==> src/rtl/uart_tx_arbiter.sv <==
// Round-robin arbiter/sequencer sharing one UART transmitter between NUM_REQ byte sources.
// Define UART_ARB_FIXED_PRIO_EN to replace round-robin with fixed lowest-index priority.
module uart_tx_arbiter #(
   parameter int Width_M      = 8,
   parameter int NUM_REQ      = 4,
   parameter int BUSY_TIMEOUT = 4
) (
   input  logic                         CLK,
   input  logic                         RST,
   input  logic [NUM_REQ-1:0]           req_valid,
   input  logic [NUM_REQ*Width_M-1:0]   req_data,
   output logic [NUM_REQ-1:0]           req_ack,
   input  logic                         cfg_par_en,
   input  logic                         cfg_par_type,
   input  logic                         Busy,
   output logic [Width_M-1:0]           P_DATA,
   output logic                         Data_Valid,
   output logic                         PAR_EN,
   output logic                         PAR_TYPE,
   output logic [$clog2(NUM_REQ)-1:0]   grant_id,
   output logic                         active,
   output logic                         err_timeout
);

   localparam int GW = $clog2(NUM_REQ);
   localparam int CW = $clog2(BUSY_TIMEOUT + 1);

   typedef enum logic [1:0] {IDLE, LOAD, WAIT_BUSY, WAIT_DONE} state_t;

   state_t              r_state;
   logic [Width_M-1:0]  r_p_data;
   logic                r_data_valid;
   logic                r_par_en;
   logic                r_par_type;
   logic [NUM_REQ-1:0]  r_req_ack;
   logic [GW-1:0]       r_grant_id;
   logic                r_active;
   logic                r_err_timeout;
   logic [CW-1:0]       r_cnt;

   logic                w_any;
   logic [GW-1:0]       w_win;

   // NOTE: every variable written in always_comb gets a default first, so no path leaves it unassigned (no latch).
   always_comb begin
      w_any = 1'b0;
      w_win = '0;
`ifdef UART_ARB_FIXED_PRIO_EN
      // Descending scan so the lowest valid index is the last (winning) assignment.
      for (int k = NUM_REQ - 1; k >= 0; k--) begin
         if (req_valid[GW'(k)]) begin
            w_any = 1'b1;
            w_win = GW'(k);
         end
      end
`else
      // Search starts one past the last grant and wraps.
      for (int k = 1; k <= NUM_REQ; k++) begin
         logic [GW-1:0] w_sel;
         w_sel = GW'((int'(r_grant_id) + k) % NUM_REQ);
         if (!w_any && req_valid[w_sel]) begin
            w_any = 1'b1;
            w_win = w_sel;
         end
      end
`endif
   end

   // NOTE: sequential state uses non-blocking assignments so all registers update from pre-edge values.
   always_ff @(posedge CLK or negedge RST) begin
      if (!RST) begin
         r_state       <= IDLE;
         r_p_data      <= '0;
         r_data_valid  <= 1'b0;
         r_par_en      <= 1'b0;
         r_par_type    <= 1'b0;
         r_req_ack     <= '0;
         r_grant_id    <= GW'(NUM_REQ - 1);
         r_active      <= 1'b0;
         r_err_timeout <= 1'b0;
         r_cnt         <= '0;
      end else begin
         r_data_valid  <= 1'b0;
         r_req_ack     <= '0;
         r_err_timeout <= 1'b0;
         case (r_state)
            IDLE: begin
               if (w_any && !Busy) begin
                  r_p_data     <= req_data[int'(w_win)*Width_M +: Width_M];
                  r_par_en     <= cfg_par_en;
                  r_par_type   <= cfg_par_type;
                  r_grant_id   <= w_win;
                  r_active     <= 1'b1;
                  r_data_valid <= 1'b1;
                  r_req_ack    <= NUM_REQ'(1) << w_win;
                  r_state      <= LOAD;
               end
            end
            LOAD: begin
               r_cnt   <= '0;
               r_state <= WAIT_BUSY;
            end
            WAIT_BUSY: begin
               if (Busy) begin
                  r_state <= WAIT_DONE;
               end else if (r_cnt == CW'(BUSY_TIMEOUT - 1)) begin
                  // Frame is dropped; the pointer already moved, so no retry.
                  r_err_timeout <= 1'b1;
                  r_active      <= 1'b0;
                  r_state       <= IDLE;
               end else begin
                  r_cnt <= r_cnt + 1'b1;
               end
            end
            WAIT_DONE: begin
               if (!Busy) begin
                  r_active <= 1'b0;
                  r_state  <= IDLE;
               end
            end
            default: r_state <= IDLE;
         endcase
      end
   end

   assign P_DATA      = r_p_data;
   assign Data_Valid  = r_data_valid;
   assign PAR_EN      = r_par_en;
   assign PAR_TYPE    = r_par_type;
   assign req_ack     = r_req_ack;
   assign grant_id    = r_grant_id;
   assign active      = r_active;
   assign err_timeout = r_err_timeout;

endmodule

==> config.mk <==
export PLATFORM = sky130hd
export DESIGN_NAME = uart_tx_arbiter
export DESIGN_NICKNAME = d
export VERILOG_FILES = /design/src/rtl/uart_tx_arbiter.sv
export SDC_FILE = /design/constraint.sdc
export NUM_CORES = 1
export LEC_CHECK = 0
export CAP_MARGIN = 20
export CORE_MARGIN = 5
export CORE_UTILIZATION = 25
export CTS_CLUSTER_DIAMETER = 200
export DETAILED_ROUTE_END_ITERATION = 8
export SYNTH_ARGS = -nofsm -noshare
export SYNTH_HDL_FRONTEND = slang
export SYNTH_SLANG_ARGS = --single-unit
==> constraint.sdc <==
create_clock -name CLK -period 2.9 [get_ports CLK]
set_input_delay 0.58 -clock CLK [delete_from_list [all_inputs] [get_ports CLK]]
set_output_delay 0.58 -clock CLK [all_outputs]
set_load 0.02 [all_outputs]
==> flow_summary.ini <==
[run_status]
status = completed

[sta]
slew_violations = 0
finalCritPeriodShare_pct = 73.73
fin_crit_ns = 2.138
maxSlewHeadroom_pct = 63.45
finalSetupViolations = 0
finalClockSkew_ns = 0.002993
fmax_mhz = 467.7
hold_violations = 0
tns_ns = 0
tightest_slew_ns = 0.5465
rsz0062_at_grt = no

[clock_network]
cts_resized = 0
cts_tree = done
cts_buffers = 3
clock-sinks = 24
cts_max_level = 1
postCtsHoldBufs = 0
worstSkewPairLatency_ns = 0.26
clkTransAtPathRegs_ns = 0.08
cts-root-buf = clkbuf_8
post_cts_buffers = 0
clockBufferDepth = 2

[synth]
synth_cell_type_count = 31
yosysSeqAreaShare_pct = 45.13
postSynth.asyncResetShare_pct = 100.0
syn_area_per_cell_um2 = 10.28
synth_edf_count = 0
netlist_instances = 130
synth_nets = 178
synthAdderAreaFrac_pct = 6.554
synth_seq_cells = 24
synth_mux_area_share_pct = 12.83
ys.flop_type = dfrtp_1
synthSimpleGateAreaFrac_pct = 15.17
synth_top_family_by_area = simple AND/OR/NAND/NOR gates
syn_area_um2 = 1336
synth_compound_area_share_pct = 14.33
synth-xor-area-share_pct = 0.6554
ys_warn_count = 0

[detailed_routing]
drt-total-wl_um = 3539
viasPerCell = 4.431
final_antenna_net_count = 0
drt_iter0_drc = 32
post-route-drc-count = 0
wl_per_cell_um = 13.61
firstDrtPassIters = 4
num_vias = 1152

[floorplan]
die-height_um = 83.11
start_util_pct = 26.00
rows = 26
boundaryPins = 60
die_width_um = 83.11
core_um2 = 5140
dieArea_um2 = 6907

[hold_path]
min_to = PAR_EN
hold_path_class = reg -> reg
hold_depth = 2
hp-start = PAR_EN

[global_routing]
grt_util_all_layers_pct = 10.39
antenna_found_initial = 0
grt_first_pass_wirelength_um = 6009
overflow = 0
grt_max_degree = 21
grt_pass1_vias = 1224

[critical_path]
worstSetupPathType = in -> reg
cp_max_fo = 20
rr_endpoint = P_DATA[3]
crit_required_ns = 3.03
timing.reg2reg.setup_slack_ns = 0.99
start_kind = primary input
reg2reg_from = grant_id[0]
arrival_ns = 2.26
r2r_cells = 6
endpoint_kind = flop

[cells_and_area]
drive_above_1_share_pct = 6.842
final_core_util_pct = 39.80
stdcell_area_um2 = 2046
syn_to_final_growth_pct = 53.09
layout_common_cells = clkdlybuf4s50_1, dfrtp_1, nand2_1
final_cells = 260
num_antenna_cells = 0
final_common_cell = clkdlybuf4s50_1
finalNetCount = 239

[place]
dp_hpwl_um = 2732
placement.cell_area_um2 = 2001
dp.cells = 256
numPortBuffers = 59
gp_congestion = 0.7150

[power]
ir_drop_mv = 0.3708
p_leak_nw = 0.9100
p_per_area_nw_per_um2 = 837.1

[job]
cap_violations = 0
synthesized netlist by cell type, types with 2 or more instances:
cell type	n	area, um^2
dfrtp_1	22	550.5
nand2_1	20	75.07
mux2i_1	16	160.2
nor2_1	12	45.04
o221ai_1	9	78.83
ha_1	7	87.58
a21oi_1	5	25.02
inv_1	5	18.77
o21ai_0	4	20.02
nand2b_1	3	18.77
a22o_1	2	17.52
buf_2	2	10.01
buf_6	2	22.52
dfstp_2	2	52.55
o211ai_1	2	15.01
or2b_1	2	15.01
registers in the layout (all words and copies together) (netlist names):
name / flops
grant_id: 2
Data_Valid: 1
err_timeout: 1
req_ack: 4
r_cnt: 3
active: 1
PAR_EN: 1
P_DATA: 8
r_state: 2
PAR_TYPE: 1
through the flow:
stage          power, mW  setup WS (ns)  hold slack (ns)
2_1_floorplan      1.162          1.174           0.2844
3_3_place_gp       1.516         0.5020           0.4699
3_5_place_dp       1.534         0.4676           0.4690
4_1_cts            1.742         0.7324           0.4995
5_1_grt            1.855         0.6027           0.5228
6_report           1.712         0.7617           0.4950
power by group:
part | internal, mW | switching (mW)
Sequential | 0.474 | 0.0919
Clock | 0.0980 | 0.103
Combinational | 0.461 | 0.485
Total | 1.03 | 0.680
worst max-delay path, cell delays in order:
cell	delay, ns
clkdlybuf4s50_1	0.46
nand2b_1	0.12
o21ai_0	0.14
a211oi_4	0.25
buf_4	0.32
mux2i_1	0.23
o221ai_1	0.14
routing by layer:
metal | routed length (um) | up-vias | global-route usage [%]
li1 | - | 578 | -
met1 | 1581 | 536 | 13.32
met2 | 1711 | 34 | 16.91
met3 | 206 | 4 | 3.762
met4 | 40 | 0 | 1.932
met5 | 0 | - | 0
cell families after synthesis:
kind of cell               Yosys count
AOI/OAI and AO/OA                   26
and+or+nand+nor                     43
buffers and inverters               12
xor gates and xnor gates             1
muxes                               17
adders and majority gates            7
DFF                                 24
area by class of cell:
| cell class | instances | area, um^2 |
|---|---|---|
| multi-input cells | 94 | 669.4 |
| well taps | 70 | 87.58 |
| clock buffers | 4 | 45.04 |
| flip-flops and latches | 24 | 603.1 |
| fillers | 532 | 3094 |
| inverters | 6 | 27.53 |
| repair buffers | 62 | 613.1 |
how the worst max path moves through the flow:
stage	slack [ns]	cells after the start	end	startpoint
floorplan	1.17	6	P_DATA[1]	grant_id[0]
global placement	0.50	7	P_DATA[3]	req_valid[3]
detailed placement	0.47	7	P_DATA[3]	req_valid[3]
CTS	0.73	7	P_DATA[3]	req_valid[3]
global route	0.60	7	P_DATA[3]	req_valid[3]
finish	0.76	7	P_DATA[3]	req_valid[3]
Power figures use the tool's default switching activity.
